## config.mk

```make
export PLATFORM = sky130hd
export DESIGN_NAME = acia_tx
export DESIGN_NICKNAME = d
export VERILOG_FILES = /design/src/rtl/acia_pkg.sv /design/src/rtl/baud_tick.sv /design/src/rtl/acia_tx.sv
export SDC_FILE = /design/constraint.sdc
export NUM_CORES = 1
export LEC_CHECK = 0
export BUFFER_PORTS_ARGS = -buffer_cell sky130_fd_sc_hd__buf_2
export CORE_ASPECT_RATIO = 1.75
export CORE_MARGIN = 5
export CORE_UTILIZATION = 50
export CTS_CLUSTER_SIZE = 14
export DETAILED_ROUTE_END_ITERATION = 16
export PLACE_DENSITY = 0.83
export SLEW_MARGIN = 20
export SYNTH_ARGS = -nofsm -noshare
export SYNTH_HDL_FRONTEND = slang
export SYNTH_SLANG_ARGS = --single-unit
```

## constraint.sdc

```tcl
create_clock -name E -period 1.9 [get_ports E]
set_input_delay 0.38 -clock E [delete_from_list [all_inputs] [get_ports E]]
set_output_delay 0.38 -clock E [all_outputs]
set_load 0.05 [all_outputs]
```

## src/rtl/acia_pkg.sv

```systemverilog
// Shared definitions for the ACIA transmitter: register offsets,
// status bit positions and the shifter state encoding.
package acia_pkg;

  // Register select values on A0
  localparam logic REG_DATA = 1'b0;
  localparam logic REG_CTRL = 1'b1;

  // Bit positions inside the status byte
  localparam int ST_TDRE = 0;
  localparam int ST_IDLE = 1;
  localparam int ST_OVR  = 2;
  localparam int ST_IRQ  = 7;

  // Serial shifter states
  typedef enum logic [1:0] {
    IDLE  = 2'd0,
    START = 2'd1,
    DATA  = 2'd2,
    STOP  = 2'd3
  } tx_state_t;

endpackage

```

## src/rtl/baud_tick.sv

```systemverilog
// Bit-period timer: a down-counter that is reloaded on every shifter state
// entry and flags the last E cycle of the current bit period.
module baud_tick #(
  parameter int DIV = 104
) (
  input  logic clk,
  input  logic rst_n,
  input  logic reload,
  output logic tick
);

  localparam logic [11:0] LAST = 12'(DIV - 1);

  logic [11:0] cnt_q;
  logic [11:0] cnt_d;

  // Next count: reload to DIV-1 on request, otherwise count down and wrap
  always_comb begin
    cnt_d = cnt_q;
    if (reload) begin
      cnt_d = LAST;
    end else if (cnt_q == 12'd0) begin
      cnt_d = LAST;
    end else begin
      cnt_d = cnt_q - 12'd1;
    end
  end

  // Counter register
  always_ff @(posedge clk or negedge rst_n) begin
    if (!rst_n) begin
      cnt_q <= 12'd0;
    end else begin
      cnt_q <= cnt_d;
    end
  end

  // Terminal count marks the final cycle of a bit period
  assign tick = (cnt_q == 12'd0);

endmodule

```

## src/rtl/acia_tx.sv

```systemverilog
// Memory-mapped 8N1/8N2 serial transmitter with a one-deep holding
// register, pollable status and an active-low interrupt request.
module acia_tx
  import acia_pkg::*;
#(
  parameter int DIV       = 104,
  parameter int STOP_BITS = 1
) (
  input  logic       E,
  input  logic       RESET,
  input  logic       CS,
  input  logic       RW,
  input  logic       A0,
  input  logic [7:0] DIN,
  output logic [7:0] DOUT,
  output logic       TXD,
  output logic       IRQ
);

  localparam logic [2:0] LAST_STOP = 3'(STOP_BITS - 1);

  tx_state_t  state_q, state_d;
  logic [7:0] hold_q, hold_d;
  logic [7:0] shift_q, shift_d;
  logic [2:0] bit_cnt_q, bit_cnt_d;
  logic       tdre_q, tdre_d;
  logic       ie_q, ie_d;
  logic       ovr_q, ovr_d;
  logic       txd_q, txd_d;
  logic       irq_q, irq_d;

  logic       tick;
  logic       reload;
  logic       load;
  logic       last_stop;
  logic       wr_data;
  logic       wr_ctrl;
  logic       rd_status;
  logic [7:0] status;

  // Bus decode: writes and the status read act on the E rising edge
  assign wr_data   = CS & ~RW & (A0 == REG_DATA);
  assign wr_ctrl   = CS & ~RW & (A0 == REG_CTRL);
  assign rd_status = CS &  RW & (A0 == REG_CTRL);

  // The holding byte moves into the shifter when the line is free or the
  // final stop cycle ends, so back-to-back frames have no idle gap
  assign last_stop = (state_q == STOP) && tick && (bit_cnt_q == LAST_STOP);
  assign load      = ~tdre_q && ((state_q == IDLE) || last_stop);
  assign reload    = load || ((state_q != IDLE) && tick);

  baud_tick #(
    .DIV(DIV)
  ) u_baud (
    .clk   (E),
    .rst_n (RESET),
    .reload(reload),
    .tick  (tick)
  );

  // Status byte assembly
  always_comb begin
    status          = 8'h00;
    status[ST_TDRE] = tdre_q;
    status[ST_IDLE] = (state_q == IDLE) && tdre_q;
    status[ST_OVR]  = ovr_q;
    status[ST_IRQ]  = ie_q & tdre_q;
  end

  // Only the status register reads back; the data register reads as zero
  assign DOUT = rd_status ? status : 8'h00;

  // Holding register, enable and overrun next-state; a write coinciding
  // with a transfer lands in the freshly emptied holding register
  always_comb begin
    hold_d = hold_q;
    tdre_d = tdre_q;
    ovr_d  = ovr_q;
    ie_d   = ie_q;
    if (load) begin
      tdre_d = 1'b1;
    end
    if (wr_data) begin
      if (tdre_q || load) begin
        hold_d = DIN;
        tdre_d = 1'b0;
      end else begin
        ovr_d = 1'b1;
      end
    end
    if (wr_ctrl) begin
      ie_d = DIN[0];
    end
    if (rd_status) begin
      ovr_d = 1'b0;
    end
    irq_d = ~(ie_q & tdre_q);
  end

  // Bus-side registers
  always_ff @(posedge E or negedge RESET) begin
    if (!RESET) begin
      hold_q <= 8'h00;
      tdre_q <= 1'b1;
      ovr_q  <= 1'b0;
      ie_q   <= 1'b0;
      irq_q  <= 1'b1;
    end else begin
      hold_q <= hold_d;
      tdre_q <= tdre_d;
      ovr_q  <= ovr_d;
      ie_q   <= ie_d;
      irq_q  <= irq_d;
    end
  end

  // Shifter next-state: start bit, eight data bits LSB first, stop bits
  always_comb begin
    state_d   = state_q;
    shift_d   = shift_q;
    bit_cnt_d = bit_cnt_q;
    txd_d     = txd_q;
    if (load) begin
      state_d   = START;
      shift_d   = hold_q;
      bit_cnt_d = 3'd0;
      txd_d     = 1'b0;
    end else begin
      case (state_q)
        IDLE: begin
          txd_d = 1'b1;
        end
        START: begin
          if (tick) begin
            state_d   = DATA;
            bit_cnt_d = 3'd0;
            txd_d     = shift_q[0];
          end
        end
        DATA: begin
          if (tick) begin
            if (bit_cnt_q == 3'd7) begin
              state_d   = STOP;
              bit_cnt_d = 3'd0;
              txd_d     = 1'b1;
            end else begin
              shift_d   = {1'b0, shift_q[7:1]};
              bit_cnt_d = bit_cnt_q + 3'd1;
              txd_d     = shift_q[1];
            end
          end
        end
        STOP: begin
          if (tick) begin
            if (bit_cnt_q == LAST_STOP) begin
              state_d = IDLE;
            end else begin
              bit_cnt_d = bit_cnt_q + 3'd1;
            end
          end
        end
        default: begin
          state_d = IDLE;
          txd_d   = 1'b1;
        end
      endcase
    end
  end

  // Shifter registers; TXD comes straight from a flop
  always_ff @(posedge E or negedge RESET) begin
    if (!RESET) begin
      state_q   <= IDLE;
      shift_q   <= 8'h00;
      bit_cnt_q <= 3'd0;
      txd_q     <= 1'b1;
    end else begin
      state_q   <= state_d;
      shift_q   <= shift_d;
      bit_cnt_q <= bit_cnt_d;
      txd_q     <= txd_d;
    end
  end

  assign TXD = txd_q;
  assign IRQ = irq_q;

endmodule

```

# After elaboration in Yosys (flattened, before gate mapping)
# Cells that the tools add are included.
# totals
ff_bits	38
inputBits	13
wordCells	89
output_inout_bits	10
# op_classes
n_reduce_logical	23
mux	32
bitwise_logic	10
n_addsub	2
eq_ne	12
# op_table
operator	count
$mux 8	5
$mux 12	2
$mux 3	6
$ne 3x3->1 const B	5
$logic_not 12->1	1
$mux 2	6
$sub 12x1->12 const B	1
$mux 1	10
$pmux 3 s3	1
$reduce_bool 2->1	4
$reduce_bool 4->1	2
$and 1x1->1	6
$pmux 2 s3	1
$reduce_and 3->1	2
$reduce_and 6->1	1
$logic_and 1x1->1	5
$reduce_and 5->1	1
$eq 2x2->1 const B	2
$ne 2x2->1 const B	2
$not 1->1	4
$reduce_and 2->1	2
$add 3x1->3 const B	1
$eq 3x3->1 const B	1
$logic_not 3->1	1
other kinds (5)	7

# Longest topological paths before layout
# Gate-level depths: netlist of run 1.
# logic_depth
word_depth	9
depth_mapped	7
mapped_depth_nobuf	6

# Modules after synthesis
# From an unflattened synthesis of run 1, not the netlist that was laid out.
# hier_totals
cells_unflattened	193
area_unflattened_um2	2009.4
# modules_own_cells
module	cells_per_inst	seq_area_each_um2	area_each_um2	n_inst
acia_tx	131	654.4	1375.1	1
baud_tick	62	300.3	634.4	1

# Worst setup path before layout of run 1
# No wires, ideal clock.
# synth_timing
path_type	register -> output
start	register tdre_q
end	output port DOUT[1]
path_slack_ns	-1.153
arrival_ns	2.673
t_required_ns	1.520
path_stages_with_launch	5
path_buffers	1
cell_sequence	dfstp_2 clkbuf_1 inv_1 nor3_1 and2_1
# synth_between
elab_chain_len	2
# synth_rtl
element	line_no	rtl
start: declaration	acia_tx.sv:26	logic tdre_q, tdre_d;
start signal: assignment	acia_tx.sv:110	tdre_q <= tdre_d;
$logic_and 1x1->1	acia_tx.sv:65	status[ST_IDLE] = (state_q == IDLE) && tdre_q;
$mux 8	acia_tx.sv:71	assign DOUT = rd_status ? status : 8'h00;
end: declaration	acia_tx.sv:15	output logic [7:0] DOUT,
# No other way between the ends.

# Worst setup path in the final report of run 1
# layout_timing
start	register bit_cnt_q[0]
end	register hold_q[4]
# layout_between
elab_chain_len	6
# layout_rtl
element	line_no	rtl
start: declaration	acia_tx.sv:25	logic [2:0] bit_cnt_q, bit_cnt_d;
start signal: assignment	acia_tx.sv:180	bit_cnt_q <= bit_cnt_d;
$logic_not 3->1	acia_tx.sv:48	assign last_stop = (state_q == STOP) && tick && (bit_cnt_q == LAST_STOP);
$logic_and 1x1->1	acia_tx.sv:48	
$logic_or 1x1->1	acia_tx.sv:49	assign load = ~tdre_q && ((state_q == IDLE) || last_stop);
$logic_and 1x1->1	acia_tx.sv:49	
$logic_or 1x1->1	acia_tx.sv:84	if (tdre_q || load) begin
$reduce_and 2->1 (no line)	--	
end signal: assignment	acia_tx.sv:109	hold_q <= hold_d;
end: declaration	acia_tx.sv:23	logic [7:0] hold_q, hold_d;
# No other way between the ends.
# A chain may end at the register's enable or synchronous reset.

==> flow_metrics.tcl, run 1 <==
set metrics [dict create \
    fin_nets 266 \
    critPathMaxStageDelay_ns 0.38 \
    pre_cts_slack_ns -0.0145 \
    start_util_pct 51.2 \
    fillers 274 \
    clockBufferDepth 2 \
    io_buffers 18 \
    path_clk_slew_ns 0.08 \
    yosys-top-cells-area "dfrtp_1 42%, ha_1 6.0%, mux2_2 5.9%" \
    postRouteWirelength_um 5250 \
    dp_hpwl_um 3460 \
    multi_input_area_sq_um 1190 \
    area_growth_pct 30.8 \
    drive_gt1_share_pct 39.8 \
    synth_top_area_share_pct 42.0 \
    irDropWorstVdd_mv 1.09 \
    setup_violations 6 \
    post_dp_cell_area_sq_um 2420 \
    violations "negative setup slack" \
    setup_ws_ns -0.0406 \
    vias 1749 \
    crit_chain "inv_1 > ha_1 > and3b_2 > a41o_4 > o21ai_4 > buf_12 > mux2_2" \
    grt_pass1_vias 1772 \
    io_pins 23 \
    grt_pass1_wl_um 7690 \
    crit_path_end_kind "flip-flop" \
    coreArea_sq_um 4070 \
    fp.dieH_um 95.4 \
    worstPathMaxFanout 8 \
    outcome "finished with violations" \
    maxCapViolCount 0 \
    insertion_delay_ns 0.29 \
    fin_crit_sh_pct 102 \
    cts-buffers-inserted 5 \
    synth_area_leader_cell "dfrtp_1" \
    synthDistinctLibCells 45 \
    post-route-cell-area_sq_um 2730 \
    tns_ns -0.136 \
    critPathRequiredTime_ns 2.08 \
    antenna_found_initial 0 \
    regArea_sq_um 956 \
    cp_slowest_cell "dfrtp_1" \
    fin_crit_ns 1.94 \
    rsz0062_at_grt "yes" \
    critPathArrivalTime_ns 2.12 \
    clkSinkCount 38 \
    syn_area_sq_um 2080 \
    cp-start-kind "flip-flop" \
    wl_per_cell_um 17.9 \
    power_density_nw_per_um2 1250 \
    crit_type "flip-flop to flip-flop" \
    syn_avg_cell_area_sq_um 10.7 \
    synth_warnings 0 \
    die-width_um 58.8 \
    n_antenna_cell 0 \
    cts_tree "yes" \
    die_area_sq_um 5610 \
    p_leak_nw 1.30 \
    ctsRootBufferMaster "clkbuf_8" \
    slew_violations 0 \
    gp_congestion 0.838 \
    hold_viol_final 0 \
    synthCells 195 \
    drtIter0Drc 41 \
    htreeDepth 2 \
    synth-seq-cells 38 \
    overflow 0 \
    synth-seq-area-share_pct 45.8 \
    vias_per_cell 5.97 \
    ant_nets 0 \
    grt_start_max_net_pins 39 \
    hold_class "input pin to asynchronous set/reset pin" \
    drc 0 \
    floorplan.rows 31 \
    grt_use_total_pct 18.4 \
    finClkSkew_ns 0.00619 \
    firstDrtPassIters 4 \
    max_freq_mhz 515 \
    ff2ff_path_depth 7 \
]
[per-layer routing]
layer / vias up / GRT usage (%) / part of all wire [%]
met3: 28 / 4.61 / 5.4
li1: 794 / - / -
met4: 0 / 12.1 / 5.8
met5: - / 0 / 0
met1: 857 / 17.4 / 35
met2: 70 / 33.7 / 54
[timing repair]
action | 4_1_cts | 5_1_grt
pin swaps | 1 | 7
hold buffers | 0 | 0
gates resized for setup | 7 | 24
setup endpoints to repair | 20 | 22
buffers inserted | 0 | 4
[through the flow]
stage               instances  hold WS (ns)  total power [mW]  util [%]
detailed placement        281         0.428              2.42      59.3
floorplan                 198        0.0844              2.10         -
global route              293         0.149              3.61      66.9
CTS                       289         0.139              3.26      63.3
global placement          281         0.428              2.36      59.3
finish                    293         0.127              3.39      66.9
[sequential cells by signal (all words and copies together), names as in the netlist]
signal	flops
IRQ	1
TXD	1
bit_cnt_q	3
hold_q	8
ie_q	1
ovr_q	1
shift_q	8
state_q	2
tdre_q	1
u_baud.cnt_q	12
[worst paths after layout]
| kind | start | endpoint | slack, ns |
|---|---|---|---|
| min in group E | DIN[2] | hold_q[2] | 0.31 |
| max in group asynchronous | RESET | IRQ | 1.41 |
| max | bit_cnt_q[0] | hold_q[4] | -0.04 |
| min reg2reg | ie_q | IRQ | 0.46 |
| min | RESET | state_q[0] | 0.13 |
| max reg2reg | bit_cnt_q[0] | hold_q[4] | -0.04 |
[layout make-up]
class                           count  share of cell area (%)
Clock buffer                        5                    2.53
Sequential cell                    38                    35.1
Clock inverter                      3                    2.53
Inverter                           10                    1.56
Multi-Input combinational cell    142                    43.8
Timing Repair Buffer               46                    12.2
Tap cell                           49                    2.25
[power by group]
part | total [mW] | internal, mW | switching [mW]
registers | 1.47 | 1.15 | 0.314
clock network | 0.827 | 0.526 | 0.301
logic | 1.10 | 0.534 | 0.565
[cells in the mapped netlist, drive strengths merged]
| cell type | number |
|---|---|
| nor3b | 2 |
| or3 | 1 |
| xor2 | 4 |
| nand2 | 13 |
| a41o | 2 |
| nand4 | 2 |
| clkinv | 1 |
| dfstp | 3 |
| inv | 9 |
| mux2i | 8 |
| dfrtp | 35 |
| nor4bb | 1 |
| nand2b | 2 |
| clkbuf | 2 |
| a221o | 1 |
| nand4b | 2 |
| a21oi | 14 |
| a41oi | 3 |
| o221a | 1 |
| nor4 | 2 |
| o221ai | 3 |
| xnor2 | 3 |
| nor2b | 4 |
| mux2 | 11 |
| and3b | 2 |
| nor2 | 13 |
| and3 | 1 |
| o21ai | 7 |
| nand3 | 6 |
| nor3 | 9 |
| a211oi | 1 |
| a31oi | 1 |
| o211ai | 4 |
| ha | 10 |
| nand3b | 1 |
| and2 | 2 |
| conb | 1 |
| buf | 6 |
| o31ai | 2 |
[worst max-delay path: cells and delay by family (launching register included)]
family,cells,cell delay [ns]
compound gates,2,0.46
fa+ha+maj,1,0.21
buf+inv,2,0.23
flops,1,0.38
mux,1,0.34
simple gates,1,0.22
[cells by family after synthesis]
group	after synthesis	synth area share (%)
AOI/OAI and AO/OA	39	13.8
xor gates and xnor gates	7	2.94
adders and majority gates	10	6.01
buffers and inverters	18	4.02
DFF	38	45.8
muxes	19	9.79
other	1	0.180
and+or+nand+nor	63	17.5
[cell usage in the layout, fill, tap and decap left out, types with 5 or more instances in the layout]
cell,count
mux2i_1,7
nor2_1,12
buf_4,25
inv_1,6
o21ai_0,6
a21oi_1,13
nand3_1,6
clkbuf_8,5
dfrtp_1,34
nand2_1,13
nor3_1,7
buf_2,16
ha_1,5
mux2_2,7
(Power assumes the default switching activity.)
==> run 2: changes to the inputs <==
- CORE_MARGIN: 5 -> default
- SLEW_MARGIN: 20 -> default
==> flow_metrics.tcl, run 2 (synthesized netlist as in run 1, its figures left out) <==
set metrics [dict create \
    io_buffers 18 \
    cts_tree "yes" \
    fillers 296 \
    start_util_pct 52.9 \
    dp_hpwl_um 3430 \
    overflow 0 \
    rr_endpoint "hold_q[5]" \
    n_antenna_cell 0 \
    outcome "finished, final reports clean" \
    wl_per_cell_um 16.0 \
    p_total_mw 3.22 \
    grt_start_max_net_pins 39 \
    crit_type "flip-flop to flip-flop" \
    power_density_nw_per_um2 1200 \
    hold_viol_final 0 \
    setup_violations 0 \
    insertion_delay_ns 0.29 \
    grt_use_total_pct 23.1 \
    hold_class "input pin to asynchronous set/reset pin" \
    cts_hold_buf 0 \
    antenna_found_initial 0 \
    irDropWorstVdd_mv 0.849 \
    critPathRequiredTime_ns 2.08 \
    ctsRootBufferMaster "clkbuf_8" \
    die-width_um 50.8 \
    htreeDepth 2 \
    grt_pass1_vias 1744 \
    fp.dieH_um 87.4 \
    slew_violations 0 \
    drtIter0Drc 31 \
    floorplan.rows 30 \
    largest_registers "u_baud.cnt_q: 12 flops, hold_q: 8 flops, shift_q: 8 flops" \
    post_dp_cell_area_sq_um 2410 \
    die_area_sq_um 4440 \
    p_leak_nw 1.28 \
    area_growth_pct 28.5 \
    crit_path_end_kind "flip-flop" \
    grt_pass1_wl_um 7580 \
    io_pins 23 \
    r2r-start "state_q[1]" \
    firstDrtPassIters 4 \
    layout_common_cells "35 x dfrtp_1, 24 x buf_4, 16 x buf_2" \
    crit_start "state_q[1]" \
    maxCapViolCount 0 \
    ant_nets 0 \
    fin_crit_ns 1.87 \
    regArea_sq_um 955 \
    timing.hold.ws_ns 0.126 \
    ff2ff_path_depth 6 \
    vias 1673 \
    path_clk_slew_ns 0.08 \
    fin_nets 265 \
    post-route-cell-area_sq_um 2680 \
    clkSinkCount 38 \
    coreArea_sq_um 3940 \
    largest_register_ffs 12 \
    fin_crit_sh_pct 98.7 \
    rrSetupSlack_ns 0.03 \
    gp_congestion 0.893 \
    vias_per_cell 5.75 \
    multi_input_area_sq_um 1180 \
    regMostFlops "u_baud.cnt_q" \
    worstPathMaxFanout 8 \
    final_common_cell "dfrtp_1" \
    drive_gt1_share_pct 39.5 \
    drc 0 \
    cp-start-kind "flip-flop" \
    critPathArrivalTime_ns 2.06 \
    finClkSkew_ns 0.00508 \
    clockBufferDepth 2 \
    cts-buffers-inserted 5 \
    endpoint "hold_q[5]" \
    max_freq_mhz 533 \
    postRouteWirelength_um 4660 \
]
-- run 2: power by group --
| part | total, mW | switching (mW) | internal (mW) |
|---|---|---|---|
| sequential | 1.44 | 0.287 | 1.15 |
| clock | 0.678 | 0.288 | 0.390 |
| combinational | 1.10 | 0.550 | 0.549 |
-- run 2: worst min path at each step --
stage,endpoint,depth (start not counted)
floorplan,bit_cnt_q[0],0
global placement,IRQ,1
detailed placement,IRQ,1
CTS,hold_q[4],2
global route,hold_q[3],2
finish,hold_q[4],2
-- run 2: what timing repair did --
action / CTS / global route
setup buffers: 1 / 2
gates resized for setup: 3 / 26
pin swaps: 2 / 9
endpoints found under the setup margin: 10 / 21
-- run 2: cell type report --
class / count / share of cell area [%]
multi-input combinational: 142 / 44.1
sequential: 38 / 35.7
timing repair buffer: 45 / 12.1
clock buffer: 5 / 2.57
tap: 48 / 2.24
clock inverter: 3 / 1.68
inverter: 10 / 1.59
-- run 2: routing by layer --
metal	up-vias	share of wire [%]	track usage, %
met2	39	59	45.5
met1	827	35	21.0
met4	0	3.4	12.6
li1	791	-	-
met3	16	2.8	4.36
met5	-	0	0
-- run 2: through the flow --
stage                     setup TNS [ns]  utilization [%]  setup slack [ns]  instances
after global routing              -0.215             67.9           -0.0238        291
final                                  0             67.9            0.0251        291
after CTS                              0             64.5           0.00529        289
after detailed placement        -0.00258             61.3          -0.00241        280
after floorplan                  -0.0474                -           -0.0237        198
after global placement                 0             61.3            0.0419        280
-- run 2: critical path, cell delays in order, from the launching register on --
cell and delay [ns]:
dfrtp_1 0.42, ha_2 0.22, and3b_1 0.20, a41o_2 0.29, o21ai_4 0.17, buf_12 0.14, mux2_2 0.32
==> run 3: changes to the inputs <==
- ABC_AREA: default -> 1
==> flow_metrics.tcl, run 3 <==
set metrics [dict create \
    dp_cells 336 \
    synth-seq-area-share_pct 45.0 \
    rsz0062_at_grt "no" \
    synthDistinctLibCells 27 \
    vias_per_cell 5.11 \
    clkSinkCount 38 \
    fin_crit_sh_pct 97.2 \
    insertion_delay_ns 0.29 \
    path_clk_slew_ns 0.07 \
    worstPathMaxFanout 6 \
    drtIter0Drc 59 \
    synth-edff-count 0 \
    htreeDepth 2 \
    synth-seq-cells 38 \
    synth_area_leader_cell "dfrtp_1" \
    clockBufferDepth 2 \
    setup_violations 0 \
    final_cells 351 \
    dp_hpwl_um 2990 \
    rr_endpoint "shift_q[5]" \
    yosys-top-cells-count "78 x nand2_1, 36 x inv_1, 36 x nand3_1" \
    fin_util_pct 60.2 \
    drc 0 \
    io_buffers 18 \
    synthCells 269 \
    vias 1794 \
    fin_crit_ns 1.85 \
    gp_congestion 0.801 \
    syn_area_sq_um 2120 \
    irDropWorstVdd_mv 1.04 \
    ant_nets 0 \
    synth_ff_type "dfrtp_1" \
    cts_hold_buf 0 \
    syn_avg_cell_area_sq_um 7.88 \
    synth.most_common_cell "nand2_1" \
    wl_per_cell_um 12.1 \
    final_common_cell "nand2_1" \
    drive_gt1_share_pct 19.2 \
    antenna_found_initial 0 \
    max_freq_mhz 541 \
    cts-buffers-inserted 5 \
    regArea_sq_um 955 \
    slew_violations 0 \
    hold_class "input pin to asynchronous set/reset pin" \
    area_growth_pct 16.7 \
    die-width_um 51.2 \
    tns_ns 0 \
    fp.dieH_um 88.2 \
    critPathRequiredTime_ns 1.52 \
    grt_pass1_vias 1613 \
    synthArstFlopShare_pct 100 \
    fillers 381 \
    layout_common_cells "77 x nand2_1, 36 x nand3_1, 35 x dfrtp_1" \
    power_density_nw_per_um2 1610 \
    largest_register_ffs 12 \
    yosys-top-cells-area "dfrtp_1 41%, nand2_1 14%, nand3_1 8.5%" \
    coreArea_sq_um 4110 \
    grt_pass1_wl_um 6930 \
    endpoint "DOUT[1]" \
    timing.hold.ws_ns 0.124 \
    outcome "finished, final reports clean" \
    floorplan.rows 31 \
    grt_use_total_pct 20.5 \
    critPathArrivalTime_ns 1.47 \
    rrSetupSlack_ns 0.20 \
    cts_tree "yes" \
    fin_nets 324 \
    maxCapViolCount 0 \
    ctsRootBufferMaster "clkbuf_8" \
    synth_top_area_share_pct 41.3 \
    cp-start-kind "flip-flop" \
    crit_type "flip-flop to output pin" \
    firstDrtPassIters 4 \
    r2r-start "bit_cnt_q[0]" \
    ff2ff_path_depth 7 \
    finClkSkew_ns 0.00920 \
    io_pins 23 \
    largest_registers "u_baud.cnt_q: 12 flops, hold_q: 8 flops, shift_q: 8 flops" \
    synth_warnings 0 \
    grt_start_max_net_pins 39 \
    hold_viol_final 0 \
    n_antenna_cell 0 \
    regMostFlops "u_baud.cnt_q" \
    multi_input_area_sq_um 1020 \
    postRouteWirelength_um 4240 \
    die_area_sq_um 4520 \
    crit_path_end_kind "output pin" \
    overflow 0 \
    crit_start "state_q[0]" \
    start_util_pct 51.6 \
    p_leak_nw 1.32 \
]
run 3: through the flow:
stage                     power, mW  setup WS [ns]  area, sq um
after floorplan                2.65          0.105         2140
after global placement         2.94          0.124         2260
after detailed placement       2.99         0.0774         2260
after CTS                      3.86         0.0113         2410
after global routing           4.30        0.00427         2470
final                          3.98         0.0525         2470
run 3: how the worst min path moves through the flow:
stage,from,to,cells after the start
3_5_place_dp,u_baud.cnt_q[0],u_baud.cnt_q[0],1
6_report,RESET,bit_cnt_q[2],2
4_1_cts,RESET,u_baud.cnt_q[5],2
5_1_grt,RESET,u_baud.cnt_q[5],2
3_3_place_gp,u_baud.cnt_q[0],u_baud.cnt_q[0],1
2_1_floorplan,RESET,bit_cnt_q[0],0
run 3: repair_timing:
action,4_1_cts,5_1_grt
setup endpoints to repair,1,14
gates resized for setup,2,4
buffers inserted,0,6
gates cloned,0,1
pin swaps,1,1
run 3: cell families (layout without fill, tap and decap cells):
family / Yosys count / count (layout) / share of synthesized area [%]
simple gates: 154 / 155 / 33.0
buf+inv: 42 / 71 / 8.50
flops: 38 / 38 / 45.0
compound gates: 19 / 19 / 5.37
fa+ha+maj: 10 / 10 / 5.90
xor+xnor: 5 / 5 / 2.06
other cells: 1 / 4 / 0.177
run 3: critical path, cell delays in order, from the launching register on:
cell and delay (ns):
dfrtp_1 0.45, inv_1 0.11, ha_1 0.16, inv_2 0.09
nor3_2 0.19, buf_6 0.19
run 3: cell type report:
| type | count | share of cell area [%] |
|---|---|---|
| multi-input combinational | 193 | 41.1 |
| inverter | 37 | 5.76 |
| timing repair buffer | 26 | 6.32 |
| clock buffer | 6 | 3.34 |
| tap | 49 | 2.48 |
| clock inverter | 2 | 2.43 |
| sequential | 38 | 38.6 |
run 3: report_power, final:
group,leakage (nW),total (mW),internal (mW),switching [mW]
Clock,0.0714,0.845,0.560,0.285
Combinational,0.775,1.78,0.633,1.14
Sequential,0.470,1.36,1.13,0.229
Total,1.32,3.98,2.33,1.66
run 3: per-layer routing:
metal | global-route usage (%) | vias up | wire length, um
met5 | 0 | - | 0
met4 | 9.34 | 0 | 149
met3 | 3.13 | 16 | 126
met2 | 37.9 | 38 | 2320
met1 | 22.5 | 835 | 1650
li1 | - | 905 | -
